[src/rtl/stopwatch_ctrl.sv]
// stopwatch_ctrl
//
// Control FSM that turns the timer's BCD counter and seven-segment display
// into a start/stop/lap/clear stopwatch. It derives the counter's increment
// strobe from a prescaler, issues the counter clear, and can hold a captured
// lap value on the display while the counter keeps running underneath.
//
// Ports:
//   clk          - single rising-edge clock
//   reset        - asynchronous, active-low reset
//   start_stop   - debounced button level; rising edge toggles run/stop
//   lap          - debounced button level; rising edge freezes/releases display
//   clear        - debounced button level; rising edge zeroes the counter
//                  (only acted on while not running)
//   cnt_digits   - live counter digits {d3, d2, d1, d0}, 5 bits each
//   count_en     - one-cycle increment strobe to the BCD counter
//   count_clr    - one-cycle synchronous clear to the BCD counter
//   disp_digits  - digits forwarded to the seven-segment driver
//   run_led      - high while running (RUN or LAP)
//   state        - current state: IDLE=0, RUN=1, LAP=2, STOP=3, CLEAR=4

module stopwatch_ctrl #(
  parameter int TICK_DIV = 500000
) (
  input  logic        clk,
  input  logic        reset,
  input  logic        start_stop,
  input  logic        lap,
  input  logic        clear,
  input  logic [19:0] cnt_digits,
  output logic        count_en,
  output logic        count_clr,
  output logic [19:0] disp_digits,
  output logic        run_led,
  output logic [2:0]  state
);

  typedef enum logic [2:0] {
    IDLE  = 3'd0,
    RUN   = 3'd1,
    LAP   = 3'd2,
    STOP  = 3'd3,
    CLEAR = 3'd4
  } stateT;

  localparam logic [19:0] TICK_MAX = 20'(TICK_DIV - 1);

  stateT       state_q;
  stateT       state_d;
  logic        ssPrev_q;
  logic        lapPrev_q;
  logic        clrPrev_q;
  logic [19:0] pre_q;
  logic [19:0] pre_d;
  logic [19:0] lapReg_q;
  logic        freeze_q;
  logic        runLed_q;
  logic        countEn_q;
  logic        countClr_q;

  logic        ssEdge;
  logic        lapEdge;
  logic        clrEdge;
  logic        captureLap;
  logic        curRunning;
  logic        nextRunning;
  logic        preAdvance;
  logic        tickHit;

  // Rising-edge detect on each button. The prev registers come out of reset
  // high, so a button already held when reset is released never fires.
  assign ssEdge  = start_stop & ~ssPrev_q;
  assign lapEdge = lap        & ~lapPrev_q;
  assign clrEdge = clear      & ~clrPrev_q;

  // Next-state selection. Within each state the legal edges are tested in
  // clear > start_stop > lap order, so the highest-priority edge that
  // means something here wins and the rest are dropped. An edge that is
  // illegal in the current state (e.g. clear while running) does not block
  // a lower-priority legal one.
  always_comb begin
    state_d    = state_q;
    captureLap = 1'b0;
    case (state_q)
      IDLE: begin
        if (clrEdge) begin
          state_d = CLEAR;
        end else if (ssEdge) begin
          state_d = RUN;
        end
      end
      RUN: begin
        if (ssEdge) begin
          state_d = STOP;
        end else if (lapEdge) begin
          state_d    = LAP;
          captureLap = 1'b1;
        end
      end
      LAP: begin
        if (ssEdge) begin
          state_d = STOP;
        end else if (lapEdge) begin
          state_d = RUN;
        end
      end
      STOP: begin
        if (clrEdge) begin
          state_d = CLEAR;
        end else if (ssEdge) begin
          state_d = RUN;
        end
      end
      CLEAR: begin
        state_d = IDLE;
      end
      default: begin
        state_d = IDLE;
      end
    endcase
  end

  // Prescaler. It only advances on edges where the watch is running both
  // before and after the edge: the edge that enters RUN starts from the
  // held phase without counting, and the edge that stops the watch does not
  // count either, which is what lets a stop on the terminal count swallow
  // that tick while keeping the phase for the resume.
  always_comb begin
    curRunning  = (state_q == RUN) || (state_q == LAP);
    nextRunning = (state_d == RUN) || (state_d == LAP);
    preAdvance  = curRunning && nextRunning;
    tickHit     = preAdvance && (pre_q == TICK_MAX);
    pre_d       = pre_q;
    if ((state_d == CLEAR) && (state_q != CLEAR)) begin
      pre_d = 20'd0;
    end else if (tickHit) begin
      pre_d = 20'd0;
    end else if (preAdvance) begin
      pre_d = pre_q + 20'd1;
    end
  end

  // All state and registered outputs. The outputs are computed from the
  // next state so they line up with the state register in the cycle after
  // the button edge.
  always_ff @(posedge clk or negedge reset) begin
    if (!reset) begin
      state_q    <= IDLE;
      ssPrev_q   <= 1'b1;
      lapPrev_q  <= 1'b1;
      clrPrev_q  <= 1'b1;
      pre_q      <= 20'd0;
      lapReg_q   <= 20'd0;
      freeze_q   <= 1'b0;
      runLed_q   <= 1'b0;
      countEn_q  <= 1'b0;
      countClr_q <= 1'b0;
    end else begin
      state_q    <= state_d;
      ssPrev_q   <= start_stop;
      lapPrev_q  <= lap;
      clrPrev_q  <= clear;
      pre_q      <= pre_d;
      if (captureLap) begin
        lapReg_q <= cnt_digits;
      end
      freeze_q   <= (state_d == LAP);
      runLed_q   <= (state_d == RUN) || (state_d == LAP);
      countEn_q  <= tickHit;
      countClr_q <= (state_d == CLEAR);
    end
  end

  assign count_en    = countEn_q;
  assign count_clr   = countClr_q;
  assign run_led     = runLed_q;
  assign state       = state_q;
  assign disp_digits = freeze_q ? lapReg_q : cnt_digits;

endmodule

[config.mk]
export PLATFORM = sky130hd
export DESIGN_NAME = stopwatch_ctrl
export DESIGN_NICKNAME = d
export VERILOG_FILES = /design/src/rtl/stopwatch_ctrl.sv
export SDC_FILE = /design/constraint.sdc
export NUM_CORES = 1
export LEC_CHECK = 0
export CELL_PAD_IN_SITES_DETAIL_PLACEMENT = 0
export CELL_PAD_IN_SITES_GLOBAL_PLACEMENT = 1
export CORE_MARGIN = 5
export CORE_UTILIZATION = 30
export CTS_BUF_LIST = sky130_fd_sc_hd__clkbuf_8 sky130_fd_sc_hd__clkbuf_16
export DETAILED_ROUTE_END_ITERATION = 8
export MAX_ROUTING_LAYER = met4
export PLACE_DENSITY_LB_ADDON = 0.2
export SYNTH_ARGS = -nofsm -noshare
export SYNTH_HDL_FRONTEND = slang
export SYNTH_SLANG_ARGS = --single-unit
[constraint.sdc]
create_clock -name clk -period 4.47 [get_ports clk]
set_input_delay 0.6705 -clock clk [delete_from_list [all_inputs] [get_ports clk]]
set_output_delay 0.6705 -clock clk [all_outputs]
set_load 0.01 [all_outputs]
Word level (Yosys, flattened, before mapping)
Cells that the tools add are included.

Register bits after elaboration: 50. Latch bits: 0. Memory bits (writable): 0. ROM bits: 0. Input port bits: 25. Output and inout bits: 26. Word-level logic and storage cells: 47. Memories: 0.

Add/sub/neg operators: 1. Multiply operators: 0. Div/mod/pow operators: 0. $lt $le $gt $ge: 0. Equal/unequal tests: 8. Shifts and indexed selects: 0. Muxes and demuxes: 14. Bitwise operators: 6. Reduce and logical (&&, ||, !) cells: 8.

Operators with widths (number): $mux W20 (4); $add A20 B1 Y20 const B (1); $eq A20 B19 Y1 const B (1); $mux W3 (6); $eq A3 B2 Y1 const B (3); $pmux W3 S3 (1); $eq A3 B1 Y1 const B (2); $and A1 B1 Y1 (3); $eq A3 B3 Y1 const B (1); $logic_and A1 B1 Y1 (3); $logic_not A3 Y1 (1); $mux W1 (3); $ne A3 B3 Y1 const B (1); $not A1 Y1 (3); $reduce_bool A3 Y1 (1); $logic_or A1 B1 Y1 (2); $reduce_or A2 Y1 (1).

Depth between registers and ports, before layout
Gate-level depths: netlist (run 1).

Depth after elaboration: 11. Gate-level depth with buffers: 9. Gate-level depth less buffers: 6.

Worst setup path before layout (run 1)
Ideal clock, no wire load.

Path type: input port to flip-flop. Start point: input start_stop. End point: register pre_q[16]. Arrival time: 1856 ps. Data required time: 4388 ps. Path slack: 2533 ps. Stages on the path: 7. Buffers on the path: 2. Cells stage by stage: nor2b_1 or3_1 buf_2 a21oi_4 buf_6 o31ai_1 a31oi_1.

Longest elaborated chain between the ends: 10. Elaborated cells on any way between the ends: 16. Those cells by class: eq/ne: 3; mux: 7; bitwise: 1; reduce/logical: 5.

Ends and longest elaborated chain: start, declared (RTL line 27) `input logic start_stop,`; $and A1 B1 Y1 * (RTL line 72) `assign ssEdge = start_stop & ~ssPrev_q;`; $mux W3 (RTL line 88, 110); $mux W3 (RTL line 108) `if (clrEdge) begin`; $pmux W3 S3 * (RTL line 84) `case (state_q)`; $eq A3 B1 Y1 or $eq A3 B2 Y1 (tied branches) (RTL line 130) `nextRunning = (state_d == RUN) || (state_d == LAP);`; $logic_or A1 B1 Y1 (RTL line 130); $logic_and A1 B1 Y1 (RTL line 131) `preAdvance = curRunning && nextRunning;`; $logic_and A1 B1 Y1 (RTL line 132) `tickHit = preAdvance && (pre_q == TICK_MAX);`; $mux W20 (RTL line 136) `end else if (tickHit) begin`; $mux W20 (RTL line 134) `if ((state_d == CLEAR) && (state_q != CLEAR)) begin`; end signal, assigned (RTL line 163) `pre_q <= pre_d;`; end, declared (RTL line 53) `logic [19:0] pre_q;`.

Mark *: on every way between the ends. The rest lies on a longest branch, timed or not. A chain may end at the register's enable or synchronous reset.

Worst setup path in the final report (run 1)
Start point: register freeze_q. End point: output disp_digits[4].

Longest elaborated chain between the ends: 1.

Ends and longest elaborated chain: start, declared (RTL line 56) `logic freeze_q;`; start signal, assigned (RTL line 167) `freeze_q <= (state_d == LAP);`; $mux W20 (RTL line 178) `assign disp_digits = freeze_q ? lapReg_q : cnt_digits;`; end, declared (RTL line 33) `output logic [19:0] disp_digits,`.

No other way between the ends.

==> results of run 1 <==
## how the worst max path moves through the flow
stage / endpoint / cells past startpoint
floorplan: pre_q[16]$_DFFE_PN0P_ / 7
global placement: lapReg_q[1]$_DFFE_PN0P_ / 5
detailed placement: lapReg_q[18]$_DFFE_PN0P_ / 5
CTS: disp_digits[4] / 2
global route: disp_digits[10] / 2
finish: disp_digits[4] / 2
## registers in the layout, summed over array words and instances (netlist names)
signal	flops
freeze_q	1
pre_q	20
count_en	1
count_clr	1
state	3
lapReg_q	20
run_led	1
clrPrev_q	1
ssPrev_q	1
lapPrev_q	1
## cells in the final DEF, fill, tap and decap left out, types with 6 or more instances in the layout
cell type / Yosys / layout
sky130_fd_sc_hd__a21oi_1: 17 / 17
sky130_fd_sc_hd__a31oi_1: 10 / 10
sky130_fd_sc_hd__clkdlybuf4s50_1: 0 / 49
sky130_fd_sc_hd__dfrtp_1: 47 / 47
sky130_fd_sc_hd__mux2_2: 41 / 41
sky130_fd_sc_hd__nand2_1: 14 / 14
sky130_fd_sc_hd__nand3_1: 9 / 9
sky130_fd_sc_hd__nand4_1: 6 / 6
sky130_fd_sc_hd__nor2_1: 13 / 13
## cell families (layout without fill, tap and decap cells)
| family | after synthesis | in the layout | synth area share |
|---|---|---|---|
| AO/OA/AOI/OAI | 47 | 47 | 0.1192 |
| AND/OR/NAND/NOR | 69 | 69 | 0.1498 |
| flip-flops | 50 | 50 | 0.4862 |
| XOR/XNOR | 3 | 3 | 0.01018 |
| multiplexers | 44 | 44 | 0.1905 |
| buffers and inverters | 19 | 64 | 0.03925 |
| adder cells (fa/ha/maj) | 1 | 1 | 0.004847 |
## layer usage
metal / part of all wire / vias to the layer above
met5: 0 / -
met4: 0.0070 / 0
met3: 0.070 / 2
met2: 0.43 / 44
met1: 0.50 / 928
li1: - / 953
## worst reg2reg max path, cell delays in order, from the launching register on
cell and delay (ns):
sky130_fd_sc_hd__dfrtp_1 0.43, sky130_fd_sc_hd__ha_1 0.27, sky130_fd_sc_hd__and4_1 0.25, sky130_fd_sc_hd__and4_1 0.20
sky130_fd_sc_hd__a21oi_4 0.56, sky130_fd_sc_hd__o21ai_0 0.24, sky130_fd_sc_hd__a31oi_1 0.21
## through the flow
step	hold slack (ns)	total power [mW]	util	cells	worst slack (ns)
floorplan	0.3749	1.197	-	233	2.533
global placement	0.4820	1.412	0.3775	375	1.568
detailed placement	0.4874	1.421	0.3775	375	1.550
CTS	0.4989	1.695	0.3879	383	1.635
global route	0.5148	1.805	0.3879	383	1.546
finish	0.4544	1.673	0.3879	383	1.673
## power by group through the flow
stage | registers (mW) | clock network [mW] | logic, mW
global route | 0.728 | 0.301 | 0.776
detailed placement | 0.715 | 0 | 0.706
CTS | 0.706 | 0.281 | 0.709
floorplan | 0.662 | 0 | 0.535
global placement | 0.713 | 0 | 0.699
finish | 0.705 | 0.267 | 0.701
## final cells by class
class                      instances  share of cell area
clock inverter                     3            0.005441
inverter                           5            0.005830
multi-input combinational        164              0.3805
tap                              105             0.04081
clock buffer                       5             0.02138
timing repair buffer              51              0.1562
sequential                        50              0.3898
==> results.md, run 1 <==
* Outcome: finished clean
* Root buffer cell: sky130_fd_sc_hd__clkbuf_8
* Total setup violations reported at the end of the flow at 0
* Most used standard cell by instance count after synthesis: sky130_fd_sc_hd__dfrtp_1
* CP max-delay cell: sky130_fd_sc_hd__dfrtp_1
* Initial DRT Pass Iterations at 4
* Max-Cap Viols at 0
* Horizontal die dimension at 102.8 µm
* Startpoint of the worst-slack reg-to-reg timing path: pre_q[0]$_DFFE_PN0P_
* Grt met2 use at 0.1738
* CTS Sinks at 50
* Start-to-end type of the worst setup path: flop to primary output
* Post-Synthesis Cell Area at 0.002581 mm²
* Proportion of netlist area held by the largest area contributor at 0.4556
* Initial antenna violation count at 0
* Clk slew on worst S/H paths at 0.10 ns
* Max clock buf depth at 2
* DR vias/cell at 5.031
* Largest net degree at the start of global routing at 51
* Post-Syn Nets at 259
* Critical Path Source Type: flop
* Final Hold Vio Count at 0
* Drc violations at 0
* Required time reported for the critical path endpoint at 3.80 ns
* Area occupied by registers at 0.001255 mm²
* Number of DRC markers in iteration 0 at 78
* Net switching share of the total power at 0.3648
* Clock latency of the later-clocked register in the worst-skew pair at 0.30 ns
* Gr usage total at 0.1159
* Worst path top cell family by delay: flip-flops
* Capture instance of the worst register-to-register path: pre_q[8]$_DFFE_PN0P_
* Total number of H-tree levels at 2
* Largest incremental delay on the critical path at 0.91 ns
* Async set-reset flop share out of synthesis at 1.000
* Clock tree from TritonCTS: built
* I/O pin count at 51
* Crit share post-route at 0.6257
* CP cell instances: mux2_2, clkdlybuf4s50_1
* RSZ-0062 raised after global routing: false
* Final critical path time including I/O delays and setup at 2.797 ns
* Post-Route WL at 5.735 mm
* Total vias in the final route at 1,927
* Buffers & Inverters on Critical Path at 1
* Placement Cell Area at 0.003133 mm²
* Switching power total at 0.6102 mW
* Setup slack, reg-to-reg at 2.23 ns
* Flops & latches, synth at 50
* IR Drop Worst-Case VDD at 0.1833 mV
* Max-slew violation count at 0
* M1 GR Usage at 0.1571
* Via count of the first global-routing pass at 1,860
* Number of nets in the layout at 303
* Dominant cell type by area after synthesis: sky130_fd_sc_hd__dfrtp_1
* Number of library cell types mapped by synthesis at 44
* Sum of negative setup slack at 0 ns
* Launching element of the worst setup path: freeze_q$_DFF_PN0_
* Final antenna diode count at 0
* Starting density of the core at 0.3110
* CP Max Fanout at 20
* Post-CTS setup repair buffer count at 0
* Per-instance average area after synthesis at 11.08 µm²
* Capturing element type of the critical path: primary output
* Sequential fraction of the synthesis area at 0.4862
* Fraction of power consumed by sequential logic at 0.422
* Worst min path class: input port to async pin
* Most used standard cells in the synthesized netlist: sky130_fd_sc_hd__dfrtp_1, sky130_fd_sc_hd__mux2_2, sky130_fd_sc_hd__a21oi_1
* Port buffer count at 50
* Hold_buf cts at 0
* Area growth syn-to-layout at 24.72%
* Length in cells of the worst reg-to-reg path at 6
* Total CTS buffers at 5
* Number of synthesized flops with an enable pin at 0
* Power share of the clock group at 0.159
* Routed WL per cell at 14.97 µm
* Largest cells by area after synthesis: sky130_fd_sc_hd__dfrtp_1, sky130_fd_sc_hd__mux2_2, sky130_fd_sc_hd__a21oi_1
* Placed wire-length estimate after detailed placement at 3.941 mm
* Multi-input logic area at 0.001225 mm²
* Post-Synthesis Cells at 233
* Floorplan core area at 0.008299 mm²
* Number of nets with antenna violations after detailed routing at 0
* Data arrival time of the worst path at 2.13 ns
* Layout filler cell count at 834
* Design Area, Final at 0.003219 mm²
* GR Overflow Total at 0
* Internal portion of total power at 1.062 mW
* Full die area at 0.01056 mm²
* Overall die height at 102.8 µm
* Combinational fraction of design power at 0.419
* Worst slew margin relative to its limit at 0.3224
* Most congested layer reported by global routing: met2
* Routing usage on met3 at 0.02706
* Slew at the pin closest to its max-slew limit at 1.014 ns
* Clk_skew at 0.01466 ns
* GPL Wtd Cong at 0.7440
* Maximum frequency from static timing analysis at 0.3575 GHz
* Rows at 33
* Top_reg_cell synth: sky130_fd_sc_hd__dfrtp_1
* Fraction of layout instances using a drive strength above 1 at 0.2122
* Yosys warns at 0
* Global-route wire length before repair at 9.404 mm
* Pleak at 1.309 nW
* Pwr Density at 519.5 mW/mm²
* Total of cells resized after clock tree synthesis at 0
Power figures use the tool's default switching activity.
==> run 2, diff against run 1 <==
==> constraint.sdc (replaced) <==
create_clock -name clk -period 2.73 [get_ports clk]
set_input_delay 0.4095 -clock clk [delete_from_list [all_inputs] [get_ports clk]]
set_output_delay 0.4095 -clock clk [all_outputs]
set_load 0.01 [all_outputs]
==> run 2 against run 1 <==
Against the previous run:
- setup slack got worse by 1.1 ns
- total power increased by 73%
- combinational power increased by 77%
- sequential power increased by 59%
- critical path depth increased by 1
- critical path type unchanged
- largest power group is now combinational cells
==> results.md, run 2 (synthesis results as in run 1) <==
* Total of cells resized after clock tree synthesis at 0
* Total CTS buffers at 5
* Overall die height at 102.8 µm
* Final critical path time including I/O delays and setup at 2.194 ns
* Full die area at 0.01056 mm²
* Number of nets in the layout at 309
* Port buffer count at 50
* Clk slew on worst S/H paths at 0.09 ns
* Rows at 33
* Layout filler cell count at 836
* Largest incremental delay on the critical path at 0.49 ns
* Starting density of the core at 0.3110
* Pwr Density at 877.7 mW/mm²
* CP cell instances: buf_4, mux2_2, clkdlybuf4s50_1
* Fraction of layout instances using a drive strength above 1 at 0.2289
* CP Max Fanout at 20
* Placed wire-length estimate after detailed placement at 4.182 mm
* Final Hold Vio Count at 0
* Critical Path Source Type: flop
* CP max-delay cell: sky130_fd_sc_hd__clkdlybuf4s50_1
* Root buffer cell: sky130_fd_sc_hd__clkbuf_8
* Hold_buf cts at 0
* Horizontal die dimension at 102.8 µm
* Placement Cell Area at 0.003178 mm²
* Maximum frequency from static timing analysis at 0.4558 GHz
* Post-Route WL at 5.935 mm
* Number of nets with antenna violations after detailed routing at 0
* Via count of the first global-routing pass at 1,866
* Slew at the pin closest to its max-slew limit at 0.7031 ns
* RSZ-0062 raised after global routing: false
* Total vias in the final route at 1,951
* Leading cell type in the layout, fill and taps excluded: sky130_fd_sc_hd__clkdlybuf4s50_1
* CTS Sinks at 50
* Dpl cells at 381
* DR vias/cell at 5.015
* Placement-stage worst setup slack at 0.4231 ns
* IR Drop Worst-Case VDD at 0.3808 mV
* Global-route wire length before repair at 9.625 mm
* GR Overflow Total at 0
* Clk_skew at 0.01000 ns
* Clock latency of the later-clocked register in the worst-skew pair at 0.30 ns
* I/O pin count at 51
* Data arrival time of the worst path at 1.78 ns
* Largest net degree at the start of global routing at 31
* Required time reported for the critical path endpoint at 2.32 ns
* Minimum setup slack in the final design at 0.5360 ns
* Outcome: finished clean
* Max-Cap Viols at 0
* Capturing element type of the critical path: primary output
* Initial DRT Pass Iterations at 5
* Gr usage total at 0.1196
* Design Area, Final at 0.003288 mm²
* Max clock buf depth at 2
* Total number of H-tree levels at 2
* Max-slew violation count at 0
* GPL Wtd Cong at 0.7657
* Pleak at 1.344 nW
* Total setup violations reported at the end of the flow at 0
* Initial antenna violation count at 0
* Number of DRC markers in iteration 0 at 87
* Clock tree from TritonCTS: built
* Drc violations at 0
* Sum of negative setup slack at 0 ns
* Post-CTS setup repair buffer count at 0
* Area growth syn-to-layout at 27.39%
* Highest-count cells in the layout ignoring fill and taps: sky130_fd_sc_hd__clkdlybuf4s50_1, sky130_fd_sc_hd__dfrtp_1, sky130_fd_sc_hd__mux2_2
* Worst slew margin relative to its limit at 0.5312
* Crit share post-route at 0.8037
* Final antenna diode count at 0
* Launching element of the worst setup path: freeze_q$_DFF_PN0_
* Worst min path class: input port to async pin
* Start-to-end type of the worst setup path: flop to primary output
* Post-Layout Cell Count at 389
* Startpoint of the worst-slack reg-to-reg timing path: pre_q[0]$_DFFE_PN0P_
* Routed WL per cell at 15.26 µm
* Floorplan core area at 0.008299 mm²
==> run 2: metal layers <==
metal | GRT usage | up-vias | part of all wire
li1 | - | 959 | -
met1 | 0.1654 | 941 | 0.49
met2 | 0.1768 | 45 | 0.43
met3 | 0.02706 | 6 | 0.066
met4 | 0.03287 | 0 | 0.011
met5 | - | - | 0
==> run 2: worst paths after layout <==
kind | to | slack (ns) | depth (start not counted)
setup / recovery | disp_digits[4] | 0.54 | 3
hold reg to reg | lapReg_q[1]$_DFFE_PN0P_ | 0.51 | 1
min in group clk | lapReg_q[1]$_DFFE_PN0P_ | 0.51 | 1
max in group asynchronous | ssPrev_q$_DFF_PN1_ | 1.86 | 2
hold / removal | lapReg_q[16]$_DFFE_PN0P_ | 0.14 | 1
setup reg to reg | pre_q[18]$_DFFE_PN0P_ | 0.68 | 6
==> run 2: area by class of cell <==
type | count | area, µm² | area share
clock buffers | 5 | 68.82 | 0.02093
repair buffers | 57 | 548.0 | 0.1667
multi-input cells | 164 | 1225 | 0.3725
well taps | 105 | 131.4 | 0.03995
flip-flops and latches | 50 | 1255 | 0.3817
clock inverters | 3 | 41.29 | 0.01256
inverters | 5 | 18.77 | 0.005708
==> run 2: stage by stage <==
stage	total power, mW	util	hold slack, ns
3_5_place_dp	2.388	0.3829	0.4881
5_1_grt	3.088	0.3962	0.1982
2_1_floorplan	1.960	-	0.1139
6_report	2.886	0.3962	0.1406
3_3_place_gp	2.376	0.3829	0.4807
4_1_cts	2.922	0.3962	0.1634
==> run 2: critical path, delay by kind of cell (launching register included) <==
kind     cells  cell delay, ns
buf+inv      2            0.76
flops        1            0.33
mux          1            0.38
==> run 2: where the power goes <==
| group | internal [mW] | switching [mW] |
|---|---|---|
| Clock | 0.270 | 0.255 |
| Combinational | 0.643 | 0.595 |
| Sequential | 0.965 | 0.158 |
| Total | 1.88 | 1.01 |
